--- src/rtl/clk_period_meter_pkg.sv ---
// clk_period_meter_pkg: FSM states and LCD divided-clock defaults for clk_period_meter.
package clk_period_meter_pkg;
  typedef enum logic {SEEK, MEASURE} state_t;
  localparam int LCD_DIV12_PERIOD = 12;
  localparam int LCD_DIV12_TOL    = 1;
  localparam int LCD_DIV22_PERIOD = 22;
  localparam int LCD_DIV22_TOL    = 1;
endpackage

--- src/rtl/clk_period_meter_sync_edge_det.sv ---
// sync_edge_det: 2-flop synchronizer plus delay flop giving synchronized level and rise pulse.
module sync_edge_det (
  input  logic i_clk,
  input  logic i_rst_n,
  input  logic i_sig,
  output logic o_level,
  output logic o_rise
);
  logic r_s1, r_s2, r_d;
  always_ff @(posedge i_clk)
    if (!i_rst_n) {r_s1, r_s2, r_d} <= '0;
    else {r_s1, r_s2, r_d} <= {i_sig, r_s1, r_s2};
  assign o_level = r_s2;
  assign o_rise  = r_s2 & ~r_d;
endmodule

--- src/rtl/clk_period_meter.sv ---
// clk_period_meter: measures period/high time of a slow clock, flags lock and stuck.
module clk_period_meter
  import clk_period_meter_pkg::*;
#(
  parameter int CNT_W      = 16,
  parameter int EXP_PERIOD = LCD_DIV12_PERIOD,
  parameter int TOL        = LCD_DIV12_TOL,
  parameter int LOCK_CNT   = 4,
  parameter int TIMEOUT    = 1024
) (
  input  logic             clk_in,
  input  logic             rst_n,
  input  logic             sig_in,
  output logic             meas_valid,
  output logic [CNT_W-1:0] period_out,
  output logic [CNT_W-1:0] high_out,
  output logic             locked,
  output logic             stuck
);
  localparam int IW = $clog2(TIMEOUT + 1);
  localparam int GW = $clog2(LOCK_CNT + 1);
  logic w_rise, w_level, w_in_range, w_timeout;
  logic [CNT_W-1:0] r_per, r_hi, w_period;
  logic [IW-1:0] r_idle;
  logic [GW-1:0] r_good, w_good_inc;
  state_t r_state, w_state_nxt;
  sync_edge_det u_sync (
    .i_clk  (clk_in),
    .i_rst_n(rst_n),
    .i_sig  (sig_in),
    .o_level(w_level),
    .o_rise (w_rise)
  );
  assign w_period   = &r_per ? r_per : r_per + 1'b1;
  assign w_in_range = int'(w_period) >= EXP_PERIOD - TOL && int'(w_period) <= EXP_PERIOD + TOL;
  assign w_good_inc = r_good == GW'(LOCK_CNT) ? r_good : r_good + 1'b1;
  // A rise in the same cycle wins over the timeout.
  assign w_timeout  = r_idle == IW'(TIMEOUT - 2) && !w_rise;
  always_comb begin
    w_state_nxt = r_state;
    w_state_nxt = w_rise ? MEASURE : w_timeout ? SEEK : r_state;
  end
  always_ff @(posedge clk_in)
    if (!rst_n) r_state <= SEEK;
    else r_state <= w_state_nxt;
  always_ff @(posedge clk_in)
    if (!rst_n) begin
      {meas_valid, locked, stuck} <= '0;
      period_out <= '0;
      high_out   <= '0;
      r_per      <= '0;
      r_hi       <= '0;
      r_idle     <= '0;
      r_good     <= '0;
    end else begin
      meas_valid <= w_rise && r_state == MEASURE;
      r_idle     <= w_rise ? '0 : &r_idle ? r_idle : r_idle + 1'b1;
      if (w_rise) begin
        // The rise cycle is the first (high) cycle of the next period.
        r_per <= '0;
        r_hi  <= CNT_W'(1);
        stuck <= 1'b0;
        if (r_state == MEASURE) begin
          period_out <= w_period;
          high_out   <= r_hi;
          r_good     <= w_in_range ? w_good_inc : '0;
          locked     <= w_in_range ? locked | (w_good_inc == GW'(LOCK_CNT)) : 1'b0;
        end
      end else if (w_timeout) begin
        stuck  <= 1'b1;
        locked <= 1'b0;
        r_good <= '0;
        r_per  <= '0;
        r_hi   <= '0;
      end else if (r_state == MEASURE) begin
        r_per <= &r_per ? r_per : r_per + 1'b1;
        r_hi  <= w_level && !(&r_hi) ? r_hi + 1'b1 : r_hi;
      end
    end
endmodule

--- config.mk ---
export PLATFORM = sky130hd
export DESIGN_NAME = clk_period_meter
export DESIGN_NICKNAME = d
export VERILOG_FILES = /design/src/rtl/clk_period_meter_pkg.sv /design/src/rtl/clk_period_meter_sync_edge_det.sv /design/src/rtl/clk_period_meter.sv
export SDC_FILE = /design/constraint.sdc
export NUM_CORES = 1
export LEC_CHECK = 0
export CORE_MARGIN = 3
export CORE_UTILIZATION = 57
export DETAILED_ROUTE_END_ITERATION = 16
export MAX_ROUTING_LAYER = met4
export PLACE_DENSITY = 0.79
export SLEW_MARGIN = 10
export SYNTH_ARGS = -nofsm -noshare
export SYNTH_HDL_FRONTEND = slang
export SYNTH_HIERARCHICAL = 1
export SYNTH_SLANG_ARGS = --single-unit
--- constraint.sdc ---
create_clock -name clk_in -period 3.6 [get_ports clk_in]
set_input_delay 0.72 -clock clk_in [delete_from_list [all_inputs] [get_ports clk_in]]
set_output_delay 0.72 -clock clk_in [all_outputs]
set_load 0.02 [all_outputs]
==> results of run 1 <==
logic make-up after synthesis:
family | Yosys count | synth area share (%)
XOR/XNOR | 37 | 8.00
adder cells (fa/ha/maj) | 6 | 1.85
AND/OR/NAND/NOR | 216 | 27.1
buffers and inverters | 37 | 5.13
multiplexers | 7 | 1.82
AO/OA/AOI/OAI | 85 | 14.1
flip-flops | 85 | 42.0
where the power goes:
group | switching [mW] | internal [mW]
Sequential | 0.0109 | 0.948
Combinational | 0.0351 | 0.0230
Clock | 0.361 | 0.351
Total | 0.407 | 1.32
worst max-delay path by stage:
stage | from | to | slack [ns]
floorplan | r_per[0]$_SDFFE_PP0P_ | r_good[0]$_SDFFE_PN0P_ | 1.02
global placement | r_per[0]$_SDFFE_PP0P_ | r_good[0]$_SDFFE_PN0P_ | 0.81
detailed placement | r_per[0]$_SDFFE_PP0P_ | r_good[0]$_SDFFE_PN0P_ | 0.71
CTS | r_per[0]$_SDFFE_PP0P_ | r_good[0]$_SDFFE_PN0P_ | 0.64
global route | r_per[0]$_SDFFE_PP0P_ | r_good[2]$_SDFFE_PN0P_ | 0.42
finish | r_per[0]$_SDFFE_PP0P_ | r_good[0]$_SDFFE_PN0P_ | 0.61
worst max-delay path: cells and delay by family, from the launching register on:
kind                       cells  cell delay, ns
adders and majority gates      1            0.40
and+or+nand+nor                3            1.02
AOI/OAI and AO/OA              3            0.66
DFF                            1            0.44
muxes                          1            0.41
layer usage:
metal	global-route usage (%)	wire length (µm)	vias up
met1	29.8	4210	1508
met4	8.42	134	0
li1	-	-	1686
met3	3.00	330	13
met5	-	0	-
met2	33.7	3790	78
registers in the layout (all words and copies together) (netlist names):
name,count
r_state,1
u_sync/r_d,1
stuck,1
u_sync/r_s1,1
r_per,16
r_idle,11
r_good,3
high_out,16
period_out,16
r_hi,16
meas_valid,1
u_sync/o_level,1
locked,1
metrics by stage:
stage | area (µm²) | power [mW] | std cells | setup WS [ns] | util, %
after floorplan | 4050 | 1.02 | 473 | 1.02 | -
after global placement | 4400 | 1.04 | 584 | 0.808 | 64.5
after detailed placement | 4400 | 1.04 | 584 | 0.711 | 64.5
after CTS | 4620 | 1.75 | 600 | 0.640 | 67.6
after global routing | 4620 | 1.79 | 600 | 0.416 | 67.6
final | 4620 | 1.73 | 600 | 0.608 | 67.6
cell type report:
class | instances | area (µm²)
Clock buffer | 10 | 138
Clock inverter | 6 | 75.1
Fill cell | 587 | 2220
Inverter | 11 | 41.3
Multi-Input combinational cell | 351 | 2140
Sequential cell | 85 | 1700
Tap cell | 96 | 120
Timing Repair Buffer | 41 | 400
placed cells by master, fill, tap and decap left out, types with 13 or more instances in the layout:
cell type	count
nor2_1	50
o21ai_0	15
dfxtp_1	85
nand3_1	13
a21oi_1	22
a21boi_0	22
nand2_1	82
xor2_1	21
nand4_1	18
clkdlybuf4s50_1	37
xnor2_1	16
==> metrics.md, run 1 <==
| Metric | Value |
|---|---|
| Status | finished clean |
| Starting DRT DRC Count | 187 |
| CTS tree | yes |
| Count leader, synth | dfxtp_1 |
| Antenna viol nets, final | 0 |
| R2R Path Start | r_per[0]$_SDFFE_PP0P_ |
| Fin nets | 508 |
| Initial antenna violation count | 0 |
| DR pass1 iterations | 4 |
| CP max FO | 10 |
| Share of post-route cells with drive strength above 1 | 7.14% |
| Crit path largest cell delay | 0.45 ns |
| Initial core utilization | 59.3% |
| Flop2flop setup slack | 0.61 ns |
| Final hold slack | 0.430 ns |
| Hold Path Cell Cnt | 1 |
| Post-Syn Nets | 482 |
| Asr flop ratio synth | 0% |
| Post-synth EDFFs | 0 |
| Chip width | 90.3 µm |
| Io pins | 38 |
| Vias | 3285 |
| Setup crit end kind | flop |
| Setup TNS | 0 ns |
| Most frequent cells after synthesis | dfxtp_1 (85), nand2_1 (82), nor2_1 (50) |
| GP Congestion | 0.903 |
| CP max-delay cell | nor4_2 |
| LEAKAGE | 1.64 nW |
| Sequential fraction of the synthesis area | 42.0% |
| Vias in the first global route | 3076 |
| Clock root buffer | clkbuf_8 |
| Drt total wl | 8470 µm |
| Bufs on Longest Clock Path | 2 |
| Max IR drop VDD | 260 µV |
| Warnings from Yosys | 6 |
| Post-DP HPWL | 5820 µm |
| Post-CTS Setup Bufs | 0 |
| DR WL/cell | 14.1 µm |
| Syn Std Cell Area | 4050 µm² |
| Final period util | 83.1% |
| Post-synth top area cell | dfxtp_1 |
| Worst Max-Slew Pin Slew | 0.964 ns |
| Height of the chip | 90.3 µm |
| Slew headroom | 35.6% |
| Ys flop type | dfxtp_1 |
| # hold bufs at CTS | 0 |
| Hold Fails Final Rpt | 0 |
| Total core area | 6830 µm² |
| Top post-synthesis cells by area | dfxtp_1 (42%), nand2_1 (7.6%), nor2_1 (4.6%), xor2_1 (4.5%), a21boi_0 (4.1%) |
| Max Transition Viols Final | 0 |
| Share of the synthesized area in the top cell type | 42.0% |
| CP Cell Sequence | ha_1 > nand2_1 > nor4_2 > mux2_2 > a2111o_1 > nor4_4 > a21boi_1 > a31o_1 |
| Fmax | 0.334 GHz |
| Critical Path RT | 3.89 ns |
| RSZ-0062 raised after global routing | no |
| Clock period minus worst slack | 2.99 ns |
| # Max-Cap Violations | 0 |
| PwrDens | 375 nW/µm² |
| Global-route usage over all layers | 22.0% |
| Via-per-instance ratio | 5.48 |
| Reg2reg end | r_good[0]$_SDFFE_PN0P_ |
| Yosys cell types | 56 |
| Largest net degree at the start of global routing | 47 |
| Sink Count | 85 |
| Count of input and output buffers | 37 |
| CTS H-tree lvls | 3 |
| Area growth syn-to-layout | 14.0% |
| Row count | 30 |
| Hold path start | u_sync/r_s1$_SDFF_PN0_ |
| R2R depth | 8 |
| Endpoint of the worst hold-timing path | u_sync/o_level$_SDFF_PN0_ |
| Worst setup SP type | flop |
| Die Area | 8150 µm² |
| Diode count | 0 |
| Final setup viols | 0 |
| Global-route wire length before repair | 14500 µm |
| Syn Inst Count | 473 |
| DRC Markers | 0 |
| WS Path Type | flop to flop |
| Post-route clock skew | 0.0147 ns |
| #FFs+latches synth | 85 |
| Syn avg cell area | 8.56 µm² |
| Hold Crit Class | flop to flop |
| Clock transition at path regs | 0.09 ns |
| Post-CTS Resized | 0 |
| Worst EP arrival | 3.28 ns |
| Total grt overflow | 0 |
| Cts bufs inserted | 9 |
| Clock latency on the worst-skew pair | 0.35 ns |
(Power assumes the default switching activity.)
==> inputs of run 2 (changes only) <==
- clock period: 3.6 -> 2.95 ns (I/O delays scaled with it)
==> metrics.md, run 2 (synthesis results as in run 1) <==
| Metric | Value |
|---|---|
| WS Path Type | flop to flop |
| CP max-delay cell | dfxtp_1 |
| DR WL/cell | 14.5 µm (+2.5%) |
| Die Area | 8150 µm² (unchanged) |
| Post-DP HPWL | 6040 µm (+3.9%) |
| Share of post-route cells with drive strength above 1 | 8.24% (+1.1 points) |
| LEAKAGE | 1.67 nW (+2.0%) |
| Max IR drop VDD | 246 µV (-5.4%) |
| Vias in the first global route | 3177 (+3.3%) |
| Total grt overflow | 0 (unchanged) |
| CP Cell Sequence | nand4_4 > nor4_1 > mux2_2 > a2111o_1 > nor4_4 > a21boi_1 > a31o_1 |
| Post-CTS Resized | 0 (unchanged) |
| R2R Path Start | r_per[3]$_SDFFE_PP0P_ |
| Area growth syn-to-layout | 15.2% |
| Endpoint of the worst hold-timing path | u_sync/o_level$_SDFF_PN0_ |
| Placed cell areas | 4470 µm² (+1.5%) |
| Buf/Inv on CP | 0 (unchanged) |
| Diode count | 0 (unchanged) |
| GP Congestion | 0.936 (+3.6%) |
| Delay-heaviest family, CP | simple AND/OR/NAND/NOR gates |
| Post-route clock skew | 0.00988 ns (-0.00486 ns) |
| Clock period minus worst slack | 2.74 ns (-0.252 ns) |
| Post-CTS Setup Bufs | 0 (unchanged) |
| Global-route usage over all layers | 22.9% (+0.91 points) |
| CTS H-tree lvls | 3 (unchanged) |
| PwrDens | 448 nW/µm² (+19%) |
| Final Util | 68.3% (+0.70 points) |
| CTS tree | yes |
| Final design instance area without fill | 4660 µm² (+1.0%) |
| Total core area | 6830 µm² (unchanged) |
| Chip width | 90.3 µm (unchanged) |
| Worst setup SP type | flop |
| Initial core utilization | 59.3% (unchanged) |
| Critical Path RT | 3.25 ns (-0.64 ns) |
| Count of input and output buffers | 37 (unchanged) |
| Flop2flop setup slack | 0.21 ns (-0.40 ns) |
| CP max FO | 11 (+1) |
| RSZ-0062 raised after global routing | no |
| # Max-Cap Violations | 0 (unchanged) |
| Initial antenna violation count | 0 (unchanged) |
| Worst EP arrival | 3.04 ns (-0.24 ns) |
| Hold path start | u_sync/r_s1$_SDFF_PN0_ |
| Largest net degree at the start of global routing | 32 (-32%) |
| Worst Max-Slew Pin Slew | 0.710 ns (-0.254 ns) |
| Commonest non-fill, non-tap cell in the layout | dfxtp_1 |
| Height of the chip | 90.3 µm (unchanged) |
| Clock latency on the worst-skew pair | 0.36 ns (about the same) |
| # hold bufs at CTS | 0 (unchanged) |
| Reg2reg end | r_good[0]$_SDFFE_PN0P_ |
| Most frequent cells in the layout | dfxtp_1 (85), nand2_1 (82), nor2_1 (50) |
| Fin nets | 515 (+1.4%) |
| Bufs on Longest Clock Path | 2 (unchanged) |
| Sink Count | 85 (unchanged) |
| Global-route wire length before repair | 15000 µm (+3.3%) |
| Final hold slack | 0.438 ns (+0.00782 ns) |
| DR pass1 iterations | 5 (+1) |
| Fmax | 0.365 GHz (+9.2%) |
| Setup crit end kind | flop |
| Slew headroom | 52.7% (+17 points) |
| Clock root buffer | clkbuf_8 |
| Status | finished clean |
| Vias | 3388 (+3.1%) |
| Drt total wl | 8770 µm (+3.6%) |
| Max Transition Viols Final | 0 (unchanged) |
| Antenna viol nets, final | 0 (unchanged) |
| Io pins | 38 (unchanged) |
| Cts bufs inserted | 9 (unchanged) |
| R2R depth | 7 (-1) |
| Hold Path Cell Cnt | 1 (unchanged) |
| Total power | 2.09 mW (+21%) |
| Hold Fails Final Rpt | 0 (unchanged) |
| Final setup viols | 0 (unchanged) |
| DRC Markers | 0 (unchanged) |
| Final period util | 92.9% (+9.8 points) |
| Row count | 30 (unchanged) |
| Setup TNS | 0 ns (unchanged) |
| Clock transition at path regs | 0.09 ns (about the same) |
| Hold Crit Class | flop to flop |
| Via-per-instance ratio | 5.59 (+2.1%) |
| Crit path largest cell delay | 0.56 ns (+0.11 ns) |
| Starting DRT DRC Count | 177 (-5.3%) |
==> run 2: area by class of cell <==
class / count / area (µm²)
inverter: 11 / 41.3
timing repair buffer: 48 / 465
fill: 584 / 2170
clock buffer: 9 / 124
tap: 96 / 120
clock inverter: 6 / 71.3
sequential: 85 / 1700
multi-input combinational: 351 / 2140
==> run 2: worst max path at each step <==
stage / slack (ns) / endpoint / from / cells after the start
after detailed placement: 0.32 / r_good[2]$_SDFFE_PN0P_ / r_per[3]$_SDFFE_PP0P_ / 7
after CTS: 0.23 / r_good[0]$_SDFFE_PN0P_ / r_per[5]$_SDFFE_PP0P_ / 7
final: 0.21 / r_good[0]$_SDFFE_PN0P_ / r_per[3]$_SDFFE_PP0P_ / 7
after global routing: 0.02 / r_good[0]$_SDFFE_PN0P_ / r_per[3]$_SDFFE_PP0P_ / 7
after floorplan: 0.37 / r_good[0]$_SDFFE_PN0P_ / r_per[0]$_SDFFE_PP0P_ / 9
after global placement: 0.40 / r_good[0]$_SDFFE_PN0P_ / r_per[3]$_SDFFE_PP0P_ / 7
==> run 2: power by group <==
part	internal (mW)	total [mW]	leakage, nW	switching (mW)
Clock	0.397	0.840	0.0980	0.443
Combinational	0.0309	0.0777	0.886	0.0468
Sequential	1.16	1.17	0.686	0.0125
==> run 2: routing by layer <==
layer	global-route usage, %	part of all wire (%)	vias up
met5	-	0	-
met3	4.42	4.0	13
met4	8.42	1.8	0
met1	30.1	47	1593
li1	-	-	1705
met2	35.4	47	77
==> run 2: through the flow <==
stage / std cells / worst slack, ns
5_1_grt: 606 / 0.0180
3_5_place_dp: 591 / 0.323
6_report: 606 / 0.210
3_3_place_gp: 591 / 0.398
4_1_cts: 606 / 0.225
2_1_floorplan: 473 / 0.375
